===== config.mk =====
export PLATFORM = sky130hd
export DESIGN_NAME = instr_encoder
export DESIGN_NICKNAME = d
export VERILOG_FILES = /design/src/rtl/instr_encoder.sv
export SDC_FILE = /design/constraint.sdc
export NUM_CORES = 1
export LEC_CHECK = 0
export BUFFER_PORTS_ARGS = -buffer_cell sky130_fd_sc_hd__buf_2
export CORE_MARGIN = 2
export CORE_UTILIZATION = 57
export CTS_CLUSTER_DIAMETER = 150
export DETAILED_ROUTE_END_ITERATION = 7
export GPL_TIMING_DRIVEN = 0
export PLACE_DENSITY = 0.93
export SKIP_CTS_REPAIR_TIMING = 1
export SLEW_MARGIN = 20
export SYNTH_ARGS = -nofsm -noshare
export SYNTH_HDL_FRONTEND = slang
export SYNTH_SLANG_ARGS = --single-unit

===== constraint.sdc =====
create_clock -name clk -period 4 [get_ports clk]
set_input_delay 0.2 -clock clk [delete_from_list [all_inputs] [get_ports clk]]
set_output_delay 0.2 -clock clk [all_outputs]
set_load 0.03 [all_outputs]

===== src/rtl/instr_encoder.sv =====
// instr_encoder: packs decoded RV32I fields into machine words and streams them
// into instruction RAM at consecutive word addresses, starting at BASE_ADDR.
// Define INSTR_ENCODER_CHECK_EN to reject illegal beats and drive the err flag.
module instr_encoder #(
  parameter int unsigned           ADDR_WIDTH = 32,
  parameter logic [ADDR_WIDTH-1:0] BASE_ADDR  = 32'hBFC00000,
  parameter int unsigned           MAX_INSTR  = 256
) (
  input  logic                             clk,
  input  logic                             rst,
  input  logic                             start,
  input  logic                             in_valid,
  output logic                             in_ready,
  input  logic                             in_last,
  input  logic [2:0]                       iclass,
  input  logic [2:0]                       funct3,
  input  logic                             funct7b5,
  input  logic [4:0]                       rd,
  input  logic [4:0]                       rs1,
  input  logic [4:0]                       rs2,
  input  logic [20:0]                      imm,
  output logic                             wr_en,
  input  logic                             wr_ready,
  output logic [ADDR_WIDTH-1:0]            wr_addr,
  output logic [31:0]                      wr_data,
  output logic [$clog2(MAX_INSTR+1)-1:0]   count,
  output logic                             busy,
  output logic                             done,
  output logic                             err
);

  localparam int unsigned CW = $clog2(MAX_INSTR + 1);

  localparam logic [6:0]  OP_R     = 7'b0110011;
  localparam logic [6:0]  OP_IALU  = 7'b0010011;
  localparam logic [6:0]  OP_LOAD  = 7'b0000011;
  localparam logic [6:0]  OP_STORE = 7'b0100011;
  localparam logic [6:0]  OP_BR    = 7'b1100011;
  localparam logic [6:0]  OP_JAL   = 7'b1101111;
  localparam logic [31:0] NOP      = 32'h00000013;

  typedef enum logic [1:0] {S_IDLE, S_RUN, S_DRAIN, S_DONE} state_t;

  state_t                state;
  logic [ADDR_WIDTH-1:0] next_addr;
  logic [31:0]           enc;
  logic                  is_shift;
  logic                  bad;
  logic                  accept;
  logic                  wr_accept;
  logic                  complete;
  logic [CW:0]           total;

  assign is_shift  = (funct3 == 3'b001) || (funct3 == 3'b101);
  assign in_ready  = (state == S_RUN) && (!wr_en || wr_ready);
  assign accept    = in_valid && in_ready;
  assign wr_accept = accept && !bad;
  assign complete  = wr_en && wr_ready;
  // Words written plus the one pending after this beat registers.
  assign total     = {1'b0, count} + (CW+1)'(wr_en) + (CW+1)'(1);

  // Field placement per instruction class; unknown classes become a NOP.
  always_comb begin
    enc = NOP;
    case (iclass)
      3'd0: enc = {1'b0, funct7b5, 5'b00000, rs2, rs1, funct3, rd, OP_R};
      3'd1: begin
        if (is_shift) enc = {1'b0, funct7b5, 5'b00000, imm[4:0], rs1, funct3, rd, OP_IALU};
        else          enc = {imm[11:0], rs1, funct3, rd, OP_IALU};
      end
      3'd2: enc = {imm[11:0], rs1, funct3, rd, OP_LOAD};
      3'd3: enc = {imm[11:5], rs2, rs1, funct3, imm[4:0], OP_STORE};
      3'd4: enc = {imm[12], imm[10:5], rs2, rs1, funct3, imm[4:1], imm[11], OP_BR};
      3'd5: enc = {imm[20], imm[10:1], imm[11], imm[19:12], rd, OP_JAL};
      default: enc = NOP;
    endcase
  end

`ifdef INSTR_ENCODER_CHECK_EN
  logic signed [20:0] imm_s;
  logic               out12;

  assign imm_s = $signed(imm);
  assign out12 = (imm_s < -21'sd2048) || (imm_s > 21'sd2047);

  // Legality of the immediate for the beat's class.
  always_comb begin
    bad = 1'b0;
    case (iclass)
      3'd1: begin
        if (is_shift) bad = (imm_s < 21'sd0) || (imm_s > 21'sd31);
        else          bad = out12;
      end
      3'd2, 3'd3: bad = out12;
      3'd4: bad = (imm_s < -21'sd4096) || (imm_s > 21'sd4094) || imm[0];
      3'd5: bad = imm[0];
      3'd6, 3'd7: bad = 1'b1;
      default: bad = 1'b0;
    endcase
  end

  // Sticky error, cleared when a new run starts.
  always_ff @(posedge clk) begin
    if (rst) begin
      err <= 1'b0;
    end else if (start && (state == S_IDLE || state == S_DONE)) begin
      err <= 1'b0;
    end else if (accept && bad) begin
      err <= 1'b1;
    end
  end
`else
  assign bad = 1'b0;
  assign err = 1'b0;
`endif

  // Run sequencing and the registered memory-write port.
  always_ff @(posedge clk) begin
    if (rst) begin
      state     <= S_IDLE;
      wr_en     <= 1'b0;
      wr_addr   <= BASE_ADDR;
      wr_data   <= 32'h0;
      next_addr <= BASE_ADDR;
      count     <= '0;
      busy      <= 1'b0;
      done      <= 1'b0;
    end else begin
      case (state)
        S_IDLE, S_DONE: begin
          if (start) begin
            state     <= S_RUN;
            wr_addr   <= BASE_ADDR;
            next_addr <= BASE_ADDR;
            count     <= '0;
            busy      <= 1'b1;
            done      <= 1'b0;
          end
        end
        S_RUN: begin
          if (complete) begin
            count <= count + CW'(1);
            wr_en <= 1'b0;
          end
          if (wr_accept) begin
            wr_en     <= 1'b1;
            wr_data   <= enc;
            wr_addr   <= next_addr;
            next_addr <= next_addr + ADDR_WIDTH'(4);
          end
          if (accept && (in_last || (wr_accept && total == (CW+1)'(MAX_INSTR)))) begin
            state <= S_DRAIN;
          end
        end
        S_DRAIN: begin
          if (complete) begin
            count <= count + CW'(1);
            wr_en <= 1'b0;
          end
          if (!wr_en || wr_ready) begin
            state <= S_DONE;
            busy  <= 1'b0;
            done  <= 1'b1;
          end
        end
        default: state <= S_IDLE;
      endcase
    end
  end

endmodule


==> out/results.ini <==
[status]
status=finished clean

[clock_tree]
clk_latency_ns=0.39
cts-htree-levels=3
clk_pin_slew_ns=0.10
cts_buffer_depth=2
cts_root_buffer=clkbuf_8
cts.sinks=104
cts_tree=built
cts-buffers-inserted=9

[timing]
min_period_ns=2.53
final-setup-viol-count=0
finalSetupTns_ns=0
slew_violations=0
slew_headroom_pct=49.2
min_period_over_period_pct=63.2
worst_pin_slew_ns=0.758
max_freq_ghz=0.396
skew_ns=0.0132
rsz0062_at_grt=no
finalHoldViolations=0

[detailed_routing]
drt_iter0_drc=332
wirelength_mm=13.2
vias_per_cell=5.99
vias=5191
drtAntennaViolNets=0
drc=0
wl_per_cell_um=15.3
first_pass_iters=5

[critical_path]
worst_ep_required_time_ns=4.32
crit_fanout=10
crit_path_cell_trace=inv_1 -> ha_1 -> nor2b_1 -> clkbuf_1 -> or4_4 -> buf_2 -> or3_1 -> a21oi_1
critPathArrivalTime_ns=2.85
r2r_setup_slack_ns=1.47
crit_type=flip-flop to flip-flop
cp-startpoint=state[0]$_SDFFE_PP0P_
worst-path-buf-inv=3
cpPeakStageDelay_ns=0.62
slowest_stage=or4_4
cp_top_family=simple AND/OR/NAND/NOR gates
cp-end-kind=flip-flop
reg2reg_from=state[0]$_SDFFE_PP0P_
cp-start-kind=flip-flop

[placement]
dp_hpwl_mm=9.73
dp.cells=851
place_congestion=0.910
io_buffers=121

[yosys]
ys_seq_elements=104
postSynthCellCount=623
async_flop_share_pct=0
avgSynthCellArea_sq_um=7.88
ys_seq_area_share_pct=42.4
synth.distinct_cells=52
synth_warnings=0
synth-edff-count=0
ys.flop_type=dfxtp_1
synth_area_sq_um=4910

[floorplanning]
start_util_pct=59.1
core-area_sq_um=8300
ios=127
die_area_sq_um=9370
fp.dieW_um=96.8
die_h_um=96.8
rows=33

[grt]
antenna_found_initial=0
overflow=0
grt_pass1_vias=4953
grt_start_max_net_pins=18
track_usage_pct=28.3
grt_pass1_wl_mm=22.4

[layout]
final_util_pct=70.5
area_growth_pct=19.3
stdcell_count=867
drive_gt1_share_pct=19.9
nets=813
antenna_cells=0
num-fill-cells=666

[hold_path]
min_from=imm[9]
hold_class=input pin to flip-flop

[job]
cap_violations=0

[power_and_ir_drop]
ir_drop_v=0.000322
leakage_nw=2.39
power.density_nw_per_um2=547

==> tightest hold or removal path, stage by stage <==
cell and delay (ns):
buf_2 0.07, a22oi_1 0.05, nor2_1 0.08
==> kinds of logic after synthesis <==
group	count (synthesis)	share of synthesized area (%)
compound gates	148	19.4
xor+xnor	19	3.39
fa+ha+maj	7	1.78
buf+inv	63	5.38
flops	104	42.4
mux	2	0.433
other cells	1	0.0764
simple gates	279	27.1
==> area by class of cell <==
class / count / area [sq um] / share of cell area (%)
flip-flops and latches: 104 / 2080 / 35.6
clock inverters: 5 / 61.3 / 1.05
clock buffers: 11 / 141 / 2.42
inverters: 19 / 71.3 / 1.22
repair buffers: 121 / 606 / 10.3
multi-input cells: 458 / 2570 / 43.9
plain buffers: 44 / 193 / 3.29
well taps: 105 / 131 / 2.24
==> cells in the mapped netlist (3+ instances only) <==
| cell type | instances | area (sq um) |
|---|---|---|
| nand2b_1 | 5 | 31.3 |
| a221oi_1 | 9 | 78.8 |
| and2_1 | 5 | 31.3 |
| xnor2_1 | 11 | 96.3 |
| inv_1 | 17 | 63.8 |
| xor2_1 | 8 | 70.1 |
| nand4_1 | 14 | 87.6 |
| ha_1 | 7 | 87.6 |
| nor3_1 | 7 | 35.0 |
| a2bb2oi_1 | 8 | 70.1 |
| clkbuf_1 | 35 | 131 |
| nor2_1 | 60 | 225 |
| and4_1 | 3 | 26.3 |
| buf_4 | 5 | 37.5 |
| or4_1 | 7 | 52.6 |
| a311oi_1 | 6 | 52.6 |
| a211oi_1 | 8 | 60.1 |
| o221ai_1 | 10 | 87.6 |
| dfxtp_1 | 104 | 2080 |
| nand3_1 | 31 | 155 |
| and3_1 | 8 | 50.1 |
| o31ai_1 | 7 | 52.6 |
| nand2_1 | 109 | 409 |
| or3_1 | 8 | 50.1 |
| nor2b_1 | 5 | 31.3 |
| a21oi_1 | 58 | 290 |
| a22oi_1 | 9 | 67.6 |
| nor4b_1 | 4 | 35.0 |
| o21ai_0 | 25 | 125 |
==> metal layers <==
layer	vias up	wire, um	global-route usage, %
met5	-	0	0
met4	0	366	11.9
met3	42	1060	7.15
met2	247	6600	49.0
met1	2423	5220	33.3
li1	2479	-	-
==> flip-flops by register name, summed over array words and instances, names as in the netlist <==
| signal | flops |
|---|---|
| next_addr | 30 |
| wr_addr | 30 |
| wr_data | 30 |
| count | 9 |
| state | 2 |
| busy | 1 |
| done | 1 |
| wr_en | 1 |
==> through the flow <==
stage | total power, W | setup slack [ns] | area [sq um] | hold WS, ns
finish | 0.00320 | 1.47 | 5850 | 0.0465
global route | 0.00340 | 1.34 | 5850 | 0.0776
CTS | 0.00320 | 1.49 | 5850 | 0.0428
detailed placement | 0.00252 | 1.54 | 5650 | 0.443
global placement | 0.00247 | 1.63 | 5650 | 0.434
floorplan | 0.00216 | 1.77 | 4910 | 0.348
==> layout by cell type (no fill, tap or decap), types with 11 or more instances in the layout <==
master | synthesis | layout
nand4_1 | 14 | 14
xnor2_1 | 11 | 11
nand3_1 | 31 | 31
o21ai_0 | 25 | 25
buf_2 | 1 | 122
inv_1 | 17 | 17
dfxtp_1 | 104 | 104
a21oi_1 | 58 | 58
nor2_1 | 60 | 60
nand2_1 | 109 | 109
clkbuf_1 | 35 | 36
==> worst paths after layout <==
path	end	depth (start not counted)
worst min register to register	wr_addr[7]$_SDFFE_PP0P_	2
worst min-delay path	wr_data[29]$_SDFFE_PP0P_	3
worst max register to register	next_addr[20]$_SDFFE_PP0P_	8
worst max-delay path	next_addr[20]$_SDFFE_PP0P_	8
==> where the power goes <==
| group | switching [W] | internal (W) |
|---|---|---|
| combinational | 0.000935 | 0.000358 |
| clock | 0.000372 | 0.000313 |
| sequential | 0.0000695 | 0.00116 |
(Power assumes the default switching activity.)
